--- src/rtl/ravan_axi_initiator.sv ---
// rtl/ravan_axi_initiator.sv - single-job AW/W/B/AR/R sequencer for the RAVAN crypto slave
module ravan_axi_initiator #(
   parameter int ADDR_W  = 16,
   parameter int DATA_W  = 64,
   parameter int KEY_W   = 512,
   parameter int TIMEOUT = 255
) (
   input  logic              clk,
   input  logic              rst,
   input  logic              req_valid,
   output logic              req_ready,
   input  logic [ADDR_W-1:0] req_addr,
   input  logic [DATA_W-1:0] req_data,
   input  logic [KEY_W-1:0]  req_key,
   output logic              rsp_valid,
   input  logic              rsp_ready,
   output logic [DATA_W-1:0] rsp_data,
   output logic              rsp_error,
   output logic              rsp_timeout,
   output logic [ADDR_W-1:0] m_address,
   output logic [DATA_W-1:0] m_data,
   output logic [KEY_W-1:0]  m_key,
   output logic              awvalid,
   output logic              wvalid,
   output logic              arvalid,
   output logic              bready,
   output logic              rready,
   input  logic              awready,
   input  logic              wready,
   input  logic              arready,
   input  logic              bvalid,
   input  logic              rvalid,
   input  logic [DATA_W-1:0] s_data,
   input  logic              s_sha_error
);

   typedef enum logic [2:0] {
      S_IDLE, S_AW, S_W, S_B, S_AR, S_R, S_CAP, S_RSP
   } state_t;

   // Last timer value allowed in a handshake state before the job is abandoned.
   localparam logic [15:0] TMAX = 16'(TIMEOUT - 1);

   state_t            state, state_nx;
   logic [15:0]       timer, timer_nx;
   logic              watched;

   logic              req_ready_nx, rsp_valid_nx, rsp_error_nx, rsp_timeout_nx;
   logic [DATA_W-1:0] rsp_data_nx, m_data_nx;
   logic [ADDR_W-1:0] m_address_nx;
   logic [KEY_W-1:0]  m_key_nx;
   logic              awvalid_nx, wvalid_nx, arvalid_nx, bready_nx, rready_nx;

   // State register plus every output flop; reset abandons any job in flight.
   always_ff @(posedge clk or negedge rst) begin
      if (!rst) begin
         state       <= S_IDLE;
         timer       <= '0;
         req_ready   <= 1'b0;
         rsp_valid   <= 1'b0;
         rsp_data    <= '0;
         rsp_error   <= 1'b0;
         rsp_timeout <= 1'b0;
         m_address   <= '0;
         m_data      <= '0;
         m_key       <= '0;
         awvalid     <= 1'b0;
         wvalid      <= 1'b0;
         arvalid     <= 1'b0;
         bready      <= 1'b0;
         rready      <= 1'b0;
      end else begin
         state       <= state_nx;
         timer       <= timer_nx;
         req_ready   <= req_ready_nx;
         rsp_valid   <= rsp_valid_nx;
         rsp_data    <= rsp_data_nx;
         rsp_error   <= rsp_error_nx;
         rsp_timeout <= rsp_timeout_nx;
         m_address   <= m_address_nx;
         m_data      <= m_data_nx;
         m_key       <= m_key_nx;
         awvalid     <= awvalid_nx;
         wvalid      <= wvalid_nx;
         arvalid     <= arvalid_nx;
         bready      <= bready_nx;
         rready      <= rready_nx;
      end
   end

   // Next state and next output values; bready/rready default low so they only ever pulse.
   always_comb begin
      state_nx       = state;
      rsp_valid_nx   = rsp_valid;
      rsp_data_nx    = rsp_data;
      rsp_error_nx   = rsp_error;
      rsp_timeout_nx = rsp_timeout;
      m_address_nx   = m_address;
      m_data_nx      = m_data;
      m_key_nx       = m_key;
      awvalid_nx     = awvalid;
      wvalid_nx      = wvalid;
      arvalid_nx     = arvalid;
      bready_nx      = 1'b0;
      rready_nx      = 1'b0;
      watched        = 1'b0;

      case (state)
         S_IDLE: begin
            if (req_ready && req_valid) begin
               m_address_nx   = req_addr;
               m_data_nx      = req_data;
               m_key_nx       = req_key;
               rsp_timeout_nx = 1'b0;
               awvalid_nx     = 1'b1;
               state_nx       = S_AW;
            end
         end
         S_AW: begin
            watched = 1'b1;
            if (awvalid && awready) begin
               awvalid_nx = 1'b0;
               wvalid_nx  = 1'b1;
               state_nx   = S_W;
            end
         end
         S_W: begin
            watched = 1'b1;
            if (wvalid && wready) begin
               wvalid_nx = 1'b0;
               state_nx  = S_B;
            end
         end
         S_B: begin
            // The slave leaves its write phase on bready alone, so only answer a seen bvalid.
            watched = 1'b1;
            if (bvalid) begin
               bready_nx  = 1'b1;
               arvalid_nx = 1'b1;
               state_nx   = S_AR;
            end
         end
         S_AR: begin
            watched = 1'b1;
            if (arvalid && arready) begin
               arvalid_nx = 1'b0;
               state_nx   = S_R;
            end
         end
         S_R: begin
            watched = 1'b1;
            if (rvalid) begin
               rready_nx = 1'b1;
               state_nx  = S_CAP;
            end
         end
         S_CAP: begin
            // The slave registers its result on the rready edge, so sample one cycle after it.
            if (!rready) begin
               rsp_data_nx  = s_data;
               rsp_error_nx = s_sha_error;
               rsp_valid_nx = 1'b1;
               state_nx     = S_RSP;
            end
         end
         S_RSP: begin
            if (rsp_valid && rsp_ready) begin
               rsp_valid_nx = 1'b0;
               state_nx     = S_IDLE;
            end
         end
         default: state_nx = S_IDLE;
      endcase

      // A handshake completing on the last allowed cycle has already moved state_nx on.
      if (watched && (state_nx == state) && (timer == TMAX)) begin
         awvalid_nx     = 1'b0;
         wvalid_nx      = 1'b0;
         arvalid_nx     = 1'b0;
         bready_nx      = 1'b0;
         rready_nx      = 1'b0;
         rsp_data_nx    = '0;
         rsp_error_nx   = 1'b0;
         rsp_timeout_nx = 1'b1;
         rsp_valid_nx   = 1'b1;
         state_nx       = S_RSP;
      end

      timer_nx     = ((state_nx != state) || !watched) ? 16'd0 : 16'(timer + 16'd1);
      req_ready_nx = (state_nx == S_IDLE);
   end

endmodule

--- config.mk ---
export PLATFORM = sky130hd
export DESIGN_NAME = ravan_axi_initiator
export DESIGN_NICKNAME = d
export VERILOG_FILES = /design/src/rtl/ravan_axi_initiator.sv
export SDC_FILE = /design/constraint.sdc
export NUM_CORES = 1
export LEC_CHECK = 0
export CELL_PAD_IN_SITES_DETAIL_PLACEMENT = 0
export CELL_PAD_IN_SITES_GLOBAL_PLACEMENT = 2
export CORE_AREA = 2 2 520 522
export DETAILED_ROUTE_END_ITERATION = 7
export DIE_AREA = 0 0 522 524
export GPL_ROUTABILITY_DRIVEN = 0
export GPL_TIMING_DRIVEN = 0
export PLACE_DENSITY = 0.42
export SETUP_SLACK_MARGIN = 0.3
export SLEW_MARGIN = 20
export SYNTH_ARGS = -nofsm -noshare
export SYNTH_HDL_FRONTEND = slang
export SYNTH_SLANG_ARGS = --single-unit
export TNS_END_PERCENT = 50
--- constraint.sdc ---
create_clock -name clk -period 2.55 [get_ports clk]
set_input_delay 0.3825 -clock clk [delete_from_list [all_inputs] [get_ports clk]]
set_output_delay 0.3825 -clock clk [all_outputs]
set_load 0.1 [all_outputs]
* After elaboration in Yosys (flattened, before gate mapping) *
Index checks and enable logic that the tools add are counted.

storage, ports and cells
  memories = 0
  memory bits (writable) = 0
  latch bits = 0
  logic and storage cells = 103
  output and inout port bits = 665
  bits in read-only memories = 0
  bits of input ports = 666
  bits in registers = 684

cells by class
  bitwise operators = 0
  div/mod/pow operators = 0
  add/subtract/negate cells = 1
  eq/ne operators = 18
  multipliers = 0
  order comparisons = 0
  shift-type cells = 0
  reduce and logical (&&, ||, !) cells = 26
  mux-type cells = 43

operators with widths
  cell                                                                     count
  64-bit 2-to-1 mux                                                        3
  3-bit 2-to-1 mux                                                         9
  1-bit 2-to-1 mux                                                         25
  3-bit one-hot mux with 8 select lines                                    1
  3-bit inequality test, second input constant                             7
  16-bit by 1-bit adder with 16-bit output, second input constant          1
  16-bit by 8-bit == test with 1-bit output, second input constant         1
  16-bit 2-to-1 mux                                                        1
  3-bit == test, second input constant                                     4
  3-bit AND reduction                                                      4
  3-bit nonzero test                                                       4
  1-bit one-hot mux with 2 select lines                                    4
  1-bit logical AND                                                        7
  3-bit by 2-bit == test with 1-bit output, second input constant          2
  3-bit logical NOT                                                        2
  2-bit AND reduction                                                      3
  2-bit nonzero test                                                       3
  5-bit OR reduction                                                       1
  3-bit by 1-bit == test with 1-bit output, second input constant          1
  3-bit == test                                                            1
  3-bit inequality test                                                    1
  2-bit by 1-bit inequality test with 1-bit output, second input constant  1
  1-bit logical NOT                                                        1
  1-bit logical OR                                                         1

* Logic depth before layout (Yosys ltp) *
Gate-level depths: netlist of run 1.

  word-level depth = 10
  depth in mapped cells = 9
  depth with buffers taken out = 8

* Least setup slack after synthesis of run 1 *
Ideal clock, no wire load.

  path kind = register -> register
  start point = register awvalid
  end point = register rsp_data[10]
  setup slack = -0.050 ns
  clock period less this slack = 2.600 ns
  arrival = 2.478 ns
  stages on the path, launching flop included = 9
  library setup time = 0.122 ns
  buffers on the path = 2
  required time = 2.428 ns
  cells stage by stage = dfrtp_1 > nand2_1 > o2bb2ai_1 > or4_4 > o21ai_1 > o2111a_1 > buf_4 > buf_6 > nor2_1

between the ends
  word-level cells in the longest chain between the ends = 8
  elaborated cells between the ends (all ways) = 10
  those cells by class = eq/ne (2); mux (3); reduce/logical (5)

RTL lines
  element                                                                                                         RTL line  text
  start, declared                                                                                                 23        output logic awvalid,
  start signal, assigned                                                                                          83        awvalid <= awvalid_nx;
  1-bit logical AND (*)                                                                                           121       if (awvalid && awready) begin
  3-bit 2-to-1 mux (*)                                                                                            121
  3-bit one-hot mux with 8 select lines (*)                                                                       108       case (state)
  3-bit == test (*)                                                                                               176       if (watched && (state_nx == state) && (timer == TMAX)) begin
  1-bit logical AND (*) (2 in series)                                                                             176
  2-bit by 1-bit inequality test with 1-bit output (no source line) / 2-bit nonzero test (equally long branches)  -
  2-bit AND reduction (no source line)                                                                            -
  end signal, assigned                                                                                            77        rsp_data <= rsp_data_nx;
  end, declared                                                                                                   17        output logic [DATA_W-1:0] rsp_data,

Mark *: on every way between the ends. The rest lies on a longest branch, timed or not.
A chain may end at the register's enable or synchronous reset.

* Worst setup path after layout of run 1 *
  start point = register state[1]
  end point = register rsp_data[13]

between the ends
  word-level cells in the longest chain between the ends = 7
  elaborated cells between the ends (all ways) = 26
  those cells by class = eq/ne (9); mux (11); reduce/logical (6)

RTL lines
  element                                                                                                         RTL line  text
  start, declared                                                                                                 44        state_t state, state_nx;
  start signal, assigned                                                                                          73        state <= state_nx;
  3-bit == test, or another cell as far along                                                                     108
  3-bit one-hot mux with 8 select lines / 5-bit OR reduction (equally long branches)                              -
  3-bit == test / 1-bit 2-to-1 mux (equally long branches)                                                        176, 108
  1-bit logical AND (2 in series)                                                                                 176
  2-bit by 1-bit inequality test with 1-bit output (no source line) / 2-bit nonzero test (equally long branches)  -
  2-bit AND reduction (no source line)                                                                            -

Parallel ways exist; a longest one is shown, timed or not.

==> results of run 1 <==
cells in the final DEF, fill, tap and decap left out, drive strengths merged, types with 4 or more instances in the layout:
cell type,synthesis,final
dfrtp,684,684
nand2,18,18
clkdlybuf4s50,0,664
or2,5,5
clkinv,1,26
clkdlybuf4s15,0,113
nor4,9,9
o21ai,6,6
a21oi,6,6
buf,71,232
xor2,5,5
clkbuf,14,465
inv,4,6
diode,0,46
mux2i,66,66
bufinv,0,13
nor3,4,4
nand3,4,4
mux2,592,592
nand4,4,4
nor2,91,91
dlygate4sd2,0,114
xnor2,9,9
sequential cells by signal, summed over array words and instances, names as in the netlist, 3 cells and up:
register	count
m_address	16
state	3
rsp_data	64
m_data	64
timer	16
m_key	512
critical path, stage by stage, from the launching register on:
cell       delay (ns)
dfrtp_1          0.40
buf_4            0.16
nand4b_1         0.16
o2bb2ai_4        0.10
or4_4            0.56
o21ai_2          0.13
o2111a_2         0.26
buf_12           0.18
buf_6            0.19
nor2_1           0.06
path summary, 6_finish.rpt:
path	start	end	slack [ns]	depth (start not counted)
worst min register to register	m_key[282]$_DFFE_PN0P_	m_key[282]$_DFFE_PN0P_	0.50	1
worst max register to register	state[1]$_DFF_PN0_	rsp_data[13]$_DFFE_PN0P_	0.19	9
worst min-delay path	req_key[137]	m_key[137]$_DFFE_PN0P_	0.27	2
min in group asynchronous	rst	m_key[469]$_DFFE_PN0P_	0.30	3
worst max-delay path	state[1]$_DFF_PN0_	rsp_data[13]$_DFFE_PN0P_	0.19	9
max in group asynchronous	rst	m_key[459]$_DFFE_PN0P_	0.42	5
metal layers:
metal | share of wire | vias to the layer above | GRT usage
met5 | 0.0045 | - | 0
met4 | 0.023 | 146 | 0.03049
met3 | 0.15 | 402 | 0.09847
met2 | 0.46 | 1234 | 0.2501
met1 | 0.36 | 10433 | 0.1628
li1 | - | 8760 | -
area by class of cell:
cell class,count,share of cell area
timing repair buffer,1368,0.2548
buffer,85,0.02186
inverter,5,0.0004043
antenna,46,0.002480
multi-input combinational,848,0.1820
clock buffer,138,0.06083
sequential,684,0.3690
tap,3552,0.09573
clock inverter,41,0.01283
per-stage QoR:
step	utilization	instances	hold WS [ns]
6_report	0.1736	6767	0.2684
5_1_grt	0.1733	6734	0.1913
4_1_cts	0.1769	6716	0.1589
3_5_place_dp	0.1617	6511	0.1905
3_3_place_gp	0.1633	6504	0.4888
2_1_floorplan	-	1622	0.08691
logic make-up after synthesis:
family | count (synthesis)
adders and majority gates | 2
buffers and inverters | 90
muxes | 658
DFF | 684
and+or+nand+nor | 153
xor gates and xnor gates | 14
AOI/OAI and AO/OA | 21
what timing repair did:
item	in CTS	in global routing
cloned	10	2
setup endpoints to repair	1218	880
hold buffers	2	0
buffers inserted	14	3
endpoints found under the hold margin	212	0
resized for setup	937	639
pin swaps	6	3
==> results by stage, run 1 <==
Final layout:
- The layout overhead on the synthesized area is 79.17%.
- The sequential cell area in the final layout is 17130 um2.
- The final layout contains roughly 3800 nets.
- After routing the design area is 46420 um2.
- The total area of multi-input combinational cells is 8451 um2.
- The number of filler cells placed in the layout is 29608.
- In the final layout, the share of cells above drive strength 1 is 0.4576.

Timing:
- Setup slack on the critical path of the routed design comes to 0.1943 ns.
- For the pin with the worst max-slew slack, the measured transition is just over 1 ns.
- The remaining max-slew budget at the tightest pin is 0.3274.
- The final count of negative-setup-slack endpoints is 0.
- The largest clock skew in the final design is between 0.03 and 0.04 ns.
- Setup repair after global routing could not meet its margin everywhere.
- The final hold violation count is 0.
- The total negative slack is 0 ns.
- The final max-slew violation count is 0.
- Timing would allow up to 424.5 MHz.
- In the finished design, the share of the clock period the worst path needs comes to 0.9238.
- The shortest clock period the worst path allows after layout is 2.356 ns.

Worst setup path:
- STA puts the critical path data arrival time at 2.96 ns.
- The required arrival time at the worst endpoint is between 3 and 4 ns.
- STA classifies the critical path endpoint as a flop.
- The worst setup path is launched from a flop.
- Of all nets on the critical path, the largest fanout is 10.
- The critical path is of the flop to flop type.

Clock tree:
- CTS built an H-tree with a depth of 3.
- The clock transition at the registers of the reported paths is 0.06 ns.
- The sink count of the clock tree is roughly 680.
- The number of buffers created by CTS is 98.
- The buffer depth of the longest clock path is 3.
- The later pin in the worst-skew pair is clocked with a latency of 0.72 ns.
- The TritonCTS clock tree is done.
- The buffer cell driving the clock tree root is clkbuf_16.

Synth:
- Synthesis instantiated 43 different standard cells from the library.
- Yosys attributes the largest share of cell area to dfrtp_1 (66%), mux2_2 (26%), mux2i_1 (2.5%).
- The post-synthesis share of cell area spent on and, or, nand and nor gates is 0.02796.
- A synthesized cell averages 15.97 um2.
- Summing every instance area after synthesis gives 25910 um2.
- The share of synthesized area in the top cell type comes to 0.6606.
- The synthesized design contains 0 enable-type register cells.
- In the synthesized netlist, the cells that appear most often are dfrtp_1 (684), mux2_2 (592), nor2_1 (91).
- The dominant cell by count in the synthesized netlist is dfrtp_1.
- The share of synthesized flip-flops with an asynchronous set or reset is 1.000.
- Of the total synthesized cell area, the portion taken by full adders, half adders and majority gates is 0.0009658.
- The number of register bits inferred by synthesis is slightly below 700.
- During synthesis, Yosys emitted a total of 0 warnings.
- The part of the Yosys area used for sequential elements is 0.6606.
- The number of nets produced by synthesis is 2290.
- The dominant cell type by area after synthesis is dfrtp_1.
- Of the total synthesized cell area, the portion taken by XOR and XNOR cells is 0.004732.
- The complex-gate fraction of the synthesized area is 0.005119.
- In the synthesized netlist, the number of instances is 1622.
- The mux cell area share after synthesis is 0.2828.
- The largest family of logic cells by synthesized area is multiplexers.
- Among all flip-flop cells after synthesis, the most frequent one is dfrtp_1.

Floorplan:
- Pin placement for this block handled 1331 I/O pins.
- The width of the die is roughly 520 um.
- The die boundary height is 524 um.
- The total die area is 273500 um2.
- The placement row count is between 150 and 200.
- The area of the core is 267400 um2.
- The effective utilization at floorplan is 0.09688.

Flow run:
- The number of maximum-capacitance violations is 0.

Detailed routing:
- In the routed layout, each cell is associated on average with a via count of 3.100.
- The final layout contains routed wiring with a total length of 214400 um.
- After detailed routing, the average wire length per cell comes to about 32 um.
- The number of iterations in the first detailed-routing pass is 5.
- In this run, the number of DRC markers left after iteration 0 of detailed routing was 826.
- Detailed routing inserted a total of about 21000 vias.
- The count of nets left with antenna violations once routing finished came out at 0.
- After detailed routing, the number of remaining DRC violations is 0.

Placement:
- The placed cell area is 43240 um2.
- Prior to clock tree synthesis, the placed netlist has a worst setup slack of -1.636 ns.
- The number of buffer cells added on primary ports is 1330.
- The HPWL after detailed placement is 181100 um.

Global route:
- The number of antenna violations at the first check in global routing is 234.
- The wire length of the first global-routing pass is 265400 um.
- For this run, the total global-route usage over all layers was measured as 0.1519.
- The total global routing overflow is 0.
- The number of global-route vias before repair is 22211.
- Entering global routing, the biggest net connects 116 pins.

Hold path:
- The tightest min-delay check is of the input port to flop type.

Status:
- The run finished with clean final reports.
Power of run 1 is not shown: default switching activity piles up to over one toggle a cycle in this logic, so the estimate is an artifact.
==> run 2: changes to the inputs <==
- CORE_AREA: 2 2 520 522 -> 2 2 516 518
- DIE_AREA: 0 0 522 524 -> 0 0 518 520
- clock period: 2.55 -> 2.8 ns (I/O delays scaled with it)
==> run 2 against run 1 <==
Sequential share of layout area shrank 0.48 points. Sequential cell count unchanged. First-iteration DRC count up 1.9%. Wire length decreased by 11%. Via count decreased by 1.4%. Worst setup slack gained 0.080 ns. Utilization rose by 0.45 points. Critical endpoint is now m_key[242].
==> results by stage, run 2 (same netlist as run 1, synthesis figures left out) <==
Worst setup path:
- The required arrival time at the worst endpoint is roughly 2.4 ns.
- The sort of element at the start of the critical path is a flop.
- The slowest stage of the critical path belongs to the cell dlygate4sd2_1.
- STA classifies the critical path endpoint as an output port.
- The critical path in this run is classified as flop to output port.
- The signal on the critical path passes through dlygate4sd2_1.
- The highest cell delay on the worst timing path is 1.00 ns.
- Data arrives at the worst endpoint at around 2.1 ns.
- In this run the worst path has a maximum fanout of 2.
- The gate family responsible for the most delay along the worst path is buffers and inverters.
- The total buffers and inverters traversed by the critical path is 1.

Floorplan:
- The core region is ~260000 um2.
- The count of pins on the block boundary is 1331.
- The width of the die is 518 um.
- The placement row count is 189.
- Measured along the y axis, the die boundary spans 520 um.
- The initial utilization of the core area, before any placement, comes to 0.09818.
- The die covers 269400 um2.

Detailed routing:
- In the final routed layout, each cell accounts on average for 28.40 um.
- The total number of vias is 20681.
- After detailed routing, the number of vias per cell comes to around 3.
- The first routing iteration left 842 violations.
- For this block, the routed nets add up to 190300 um of wire.
- The number of iterations in the first detailed-routing pass is 4.
- Once detail routing completed, the nets flagged for antenna violations numbered 0.
- After detailed routing, the number of remaining DRC violations is 0.

Timing:
- The final hold violation count is 0.
- The largest clock skew in the final design is around 0.045 ns.
- The shortest clock period the worst path allows after layout is 2.525 ns.
- In this run the tightest slew margin relative to its limit is 0.2179.
- Of the available clock period, the critical path in the final layout requires 0.9019.
- Setup repair after global routing could not meet its margin everywhere.
- The final max-slew violation count came to 0.
- For the pin with the worst max-slew slack, the measured transition is approximately 1.2 ns.
- The total negative slack is 0 ns.
- The final count of negative-setup-slack endpoints is 0.
- On the final layout, the worst hold slack is 0.1988 ns.
- For this run, the top clock speed supported by timing is 396.0 MHz.

Final layout:
- The number of flip-flops in the largest register is between 500 and 600.
- The net count reported at finish is around 3700.
- Relative to the synthesized area, the layout overhead comes to 81.43%.
- Once layout is complete, the utilization of the core stands at 0.1781.
- The register name with the most flops is m_key.
- The ratio of cells with drive above 1 in the final layout is 0.3143.
- The largest registers in the layout are m_key x512, m_data x64, rsp_data x64.
- The leading cell type in the layout, fill and taps excluded is dfrtp_1.
- The number of cells in the finished layout apart from fillers is 6702.
- The top cell types in the final layout, fill and taps aside, are dfrtp_1 (680), clkdlybuf4s50_1 (664), mux2_2 (592).

Placement:
- Once detailed placement completed, the half-perimeter wirelength came to about 160000 um.
- The count of buffers added on input and output ports is 1330.
- The number of placed instances, taps included is 6491.

Clock tree:
- In this run the deepest clock path goes through 3 buffers.
- The tree is rooted in a clkbuf_16.
- The H-tree was split into 3 levels.
- After clock tree synthesis, the clock-pin slew on the worst setup and hold paths is 0.06 ns.
- The number of buffers created by CTS is 98.
- The tree built by TritonCTS fans out to 684 sinks.
- The later pin in the worst-skew pair is clocked with a latency of 0.74 ns.
- The TritonCTS clock tree is done.

Status:
- The run finished with clean final reports.

Flow run:
- The number of maximum-capacitance violations is 0.

Global route:
- The number of global-route vias before repair was 21766.
- Entering global routing, the biggest net connects 117 pins.
- The number of antenna violations at the first check in global routing is between 150 and 200.
- The total routing usage reported by global routing is 0.1374.
- The total global routing overflow is 0.
- The first global-routing pass estimated roughly 240000 um of wire.

Hold path:
- The tightest min-delay check is of the input port to asynchronous set/reset pin type.
[run 2: path summary, 6_finish.rpt]
kind | startpoint | end | slack [ns] | depth (start not counted)
setup / recovery | m_key[242]$_DFFE_PN0P_ | m_key[242] | 0.27 | 1
hold / removal | rst | m_key[431]$_DFFE_PN0P_ | 0.20 | 2
setup reg to reg | state[2]$_DFF_PN0_ | m_key[256]$_DFFE_PN0P_ | 0.37 | 6
hold reg to reg | m_key[309]$_DFFE_PN0P_ | m_key[309]$_DFFE_PN0P_ | 0.50 | 1
max in group asynchronous | rst | m_key[5]$_DFFE_PN0P_ | 0.57 | 5
min in group clk | req_key[417] | m_key[417]$_DFFE_PN0P_ | 0.29 | 2
[run 2: routing by layer]
metal  vias up  share of wire  GRT usage
li1       8672              -          -
met4       130          0.020    0.02592
met5         -         0.0045          0
met1     10335           0.40     0.1596
met2      1162           0.45     0.2167
met3       382           0.13    0.08274
[run 2: area by class of cell]
type / instances / area [um2]
Antenna cell: 29 / 72.57
Sequential cell: 684 / 17120
Clock inverter: 25 / 284.0
Fill cell: 29151 / 216900
Buffer: 85 / 749.5
Tap cell: 3533 / 4420
Multi-Input combinational cell: 848 / 8376
Timing Repair Buffer: 1343 / 13090
Inverter: 5 / 18.77
Clock buffer: 150 / 2878
[run 2: stage by stage]
| stage | instance area [um2] | setup WS (ns) |
|---|---|---|
| 2_1_floorplan | 25910 | 0.3562 |
| 3_3_place_gp | 43650 | -38.85 |
| 3_5_place_dp | 43350 | -1.188 |
| 4_1_cts | 46420 | 0.01761 |
| 5_1_grt | 46940 | 0.1915 |
| 6_report | 47010 | 0.2746 |
[run 2: repair_timing]
item                                   4_1_cts  5_1_grt
gates resized for setup                    485      279
hold buffers                                 1        0
gates cloned                                 1        1
endpoints found under the hold margin      105        0
pin swaps                                    1        3
buffers inserted                             1        3
setup endpoints to repair                 1224      777
Power of run 2 is left out for the same reason.
==> run 3: changes to the inputs <==
- SETUP_SLACK_MARGIN: 0.3 -> 0.05
==> run 3 against run 2 <==
Design area decreased by 1.7%. Fmax decreased by 4.7%. Cell count about the same. Largest cell class unchanged. Highest routed layer unchanged.
==> results by stage, run 3 (same netlist as run 1, synthesis figures left out) <==
Timing:
- The shortest clock period the worst path allows after layout is 2.650 ns.
- The achievable frequency is 377.4 MHz.
- At the pin with the least slew margin, the transition time is 1.238 ns.
- Dividing the final minimum period by the clock period gives 0.9463.
- The final max-slew violation count is 0.
- Setup repair after global routing could not meet its margin everywhere.
- Setup violations remaining at the end of the flow were counted as 0.
- In this run the tightest slew margin relative to its limit is 0.1777.
- The final hold violation count is 0.
- The largest clock skew in the final design is about 0.038 ns.

Global route:
- The number of global-route vias before repair is 21908.
- Entering global routing, the biggest net connects 114 pins.
- The wire length of the first global-routing pass is 256700 um.
- The total global routing overflow is 0.
- The number of antenna violations at the first check in global routing is 213.
- Across every metal layer, demand over resource in global routing totals 0.1473.

Floorplan:
- The floorplan step defined a die boundary enclosing between 200000 and 300000 um2.
- The placement row count is 189.
- The effective utilization at floorplan is 0.09818.
- For this design the top-level I/O count stands at 1331.
- The floorplan step set the die width to between 500 and 600 um.
- The area of the core is 263900 um2.
- The die boundary height is around 520 um.

Final layout:
- The post-route core utilization is 0.1752.
- The leading cell type in the layout, fill and taps excluded is clkdlybuf4s50_1.
- At the end of the flow, the number of nets in the layout was about 3700.
- The register with the most flip-flops in the layout has 512 of them.
- Leaving out fill and tap cells, the most frequent cells in the layout are clkdlybuf4s50_1 (731), dfrtp_1 (684), mux2_2 (592).
- The largest registers in the layout are m_key x512, m_data x64, rsp_data x64.
- Compared with the post-synthesis result, the final layout area differs by 78.41%.
- The cell area after layout is 46230 um2.
- In the final layout, the share of cells above drive strength 1 is 0.3066.
- The number of filler cells placed in the layout is 29291.
- Ranked by flip-flop count, first place goes to m_key.

Clock tree:
- The clock transition at the registers of the reported paths is roughly 0.060 ns.
- The clock passes through at most 3 buffers.
- The tree is rooted in a clkbuf_16.
- The maximum level of the CTS H-tree is 3.
- The number of setup buffers added after CTS is 0.
- For the worst-skew pair, the clock arrives at the later sink with an insertion delay of between 0.7 and 0.8 ns.
- The tree built by TritonCTS fans out to 684 sinks.
- The TritonCTS clock tree is done.
- The number of clock buffers added by TritonCTS is 99.

Detailed routing:
- The total number of vias is 20519.
- The number of nets still failing antenna checks after routing is 0.
- The number of DRC violations after detailed routing is 0.
- The detailed-route vias per instance is ~3.
- The sum of routed wire length over all layers is 203200 um.
- The number of design-rule violations left by the first detailed-router iteration is 575.
- In the final routed layout, each cell accounts on average for 30.31 um.
- The first detailed-routing pass took 5 iterations.

Worst setup path:
- The sort of element at the start of the critical path is a flop.
- The required arrival time at the worst endpoint is 2.38 ns.
- Data arrives at the worst endpoint at 2.23 ns.
- The gate family responsible for the most delay along the worst path is buffers and inverters.
- The highest cell delay on the worst timing path is 1.13 ns.
- On the critical path, the stage with the largest delay is an instance of clkdlybuf4s50_1.
- The critical path is of the flop to output port type.
- The critical path endpoint category is an output port.
- Walking the worst path, the cells encountered are clkdlybuf4s50_1.
- Along the worst path, the maximum fanout reaches 2.
- The total buffers and inverters traversed by the critical path is 1.

Hold path:
- The path class of the tightest hold or removal check is input port to asynchronous set/reset pin.

Placement:
- Summed over all nets, the half-perimeter wirelength after detailed placement is 173300 um.
- Buffers placed on the I/O ports in this run total 1330.
- After detailed placement, the total cell area comes to 43280 um2.

Status:
- The run finished with clean final reports.

Flow run:
- The number of maximum-capacitance violations is 0.
## run 3: routing by layer
layer / up-vias / global-route usage / part of all wire
met5: - / 0 / 0.0037
met4: 122 / 0.03147 / 0.022
met3: 416 / 0.08836 / 0.13
met2: 1201 / 0.2449 / 0.47
met1: 10120 / 0.1599 / 0.37
li1: 8660 / - / -
## run 3: path summary, 6_finish.rpt
kind                                        startpoint  depth (start not counted)  slack, ns                      to
worst max-delay path            m_key[162]$_DFFE_PN0P_                          1       0.15              m_key[162]
worst min-delay path                               rst                          2       0.21  m_key[430]$_DFFE_PN0P_
worst max register to register      state[2]$_DFF_PN0_                          6       0.21   m_key[58]$_DFFE_PN0P_
worst min register to register  m_key[182]$_DFFE_PN0P_                          1       0.50  m_key[182]$_DFFE_PN0P_
max in group asynchronous                          rst                          5       0.41  m_key[244]$_DFFE_PN0P_
min in group clk                          req_key[171]                          2       0.28  m_key[171]$_DFFE_PN0P_
## run 3: repair_timing
item                                    4_1_cts  5_1_grt
hold buffers                                  1        0
gates resized for setup                     525       20
hold endpoints to repair                     64        0
endpoints found under the setup margin     1118      276
## run 3: per-stage QoR
| step | setup TNS (ns) | cells | hold WS, ns | worst slack [ns] |
|---|---|---|---|---|
| floorplan | 0 | 1622 | 0.1244 | 0.1997 |
| global placement | - | 6485 | 0.4890 | -36.49 |
| detailed placement | -477.97 | 6491 | 0.3603 | -1.251 |
| CTS | 0 | 6674 | 0.1362 | 0.04651 |
| global route | 0 | 6677 | 0.2087 | 0.01821 |
| finish | 0 | 6705 | 0.2089 | 0.1503 |
## run 3: cell type report
class	count	area [um2]	share of cell area
Sequential cell	684	17120	0.3703
Clock inverter	41	469.2	0.01015
Timing Repair Buffer	1337	12330	0.2667
Multi-Input combinational cell	848	8341	0.1804
Antenna cell	31	77.57	0.001678
Clock buffer	141	2877	0.06223
Tap cell	3533	4420	0.09563
Buffer	85	578.1	0.01250
Inverter	5	18.77	0.0004060
Power of run 3 is left out for the same reason.
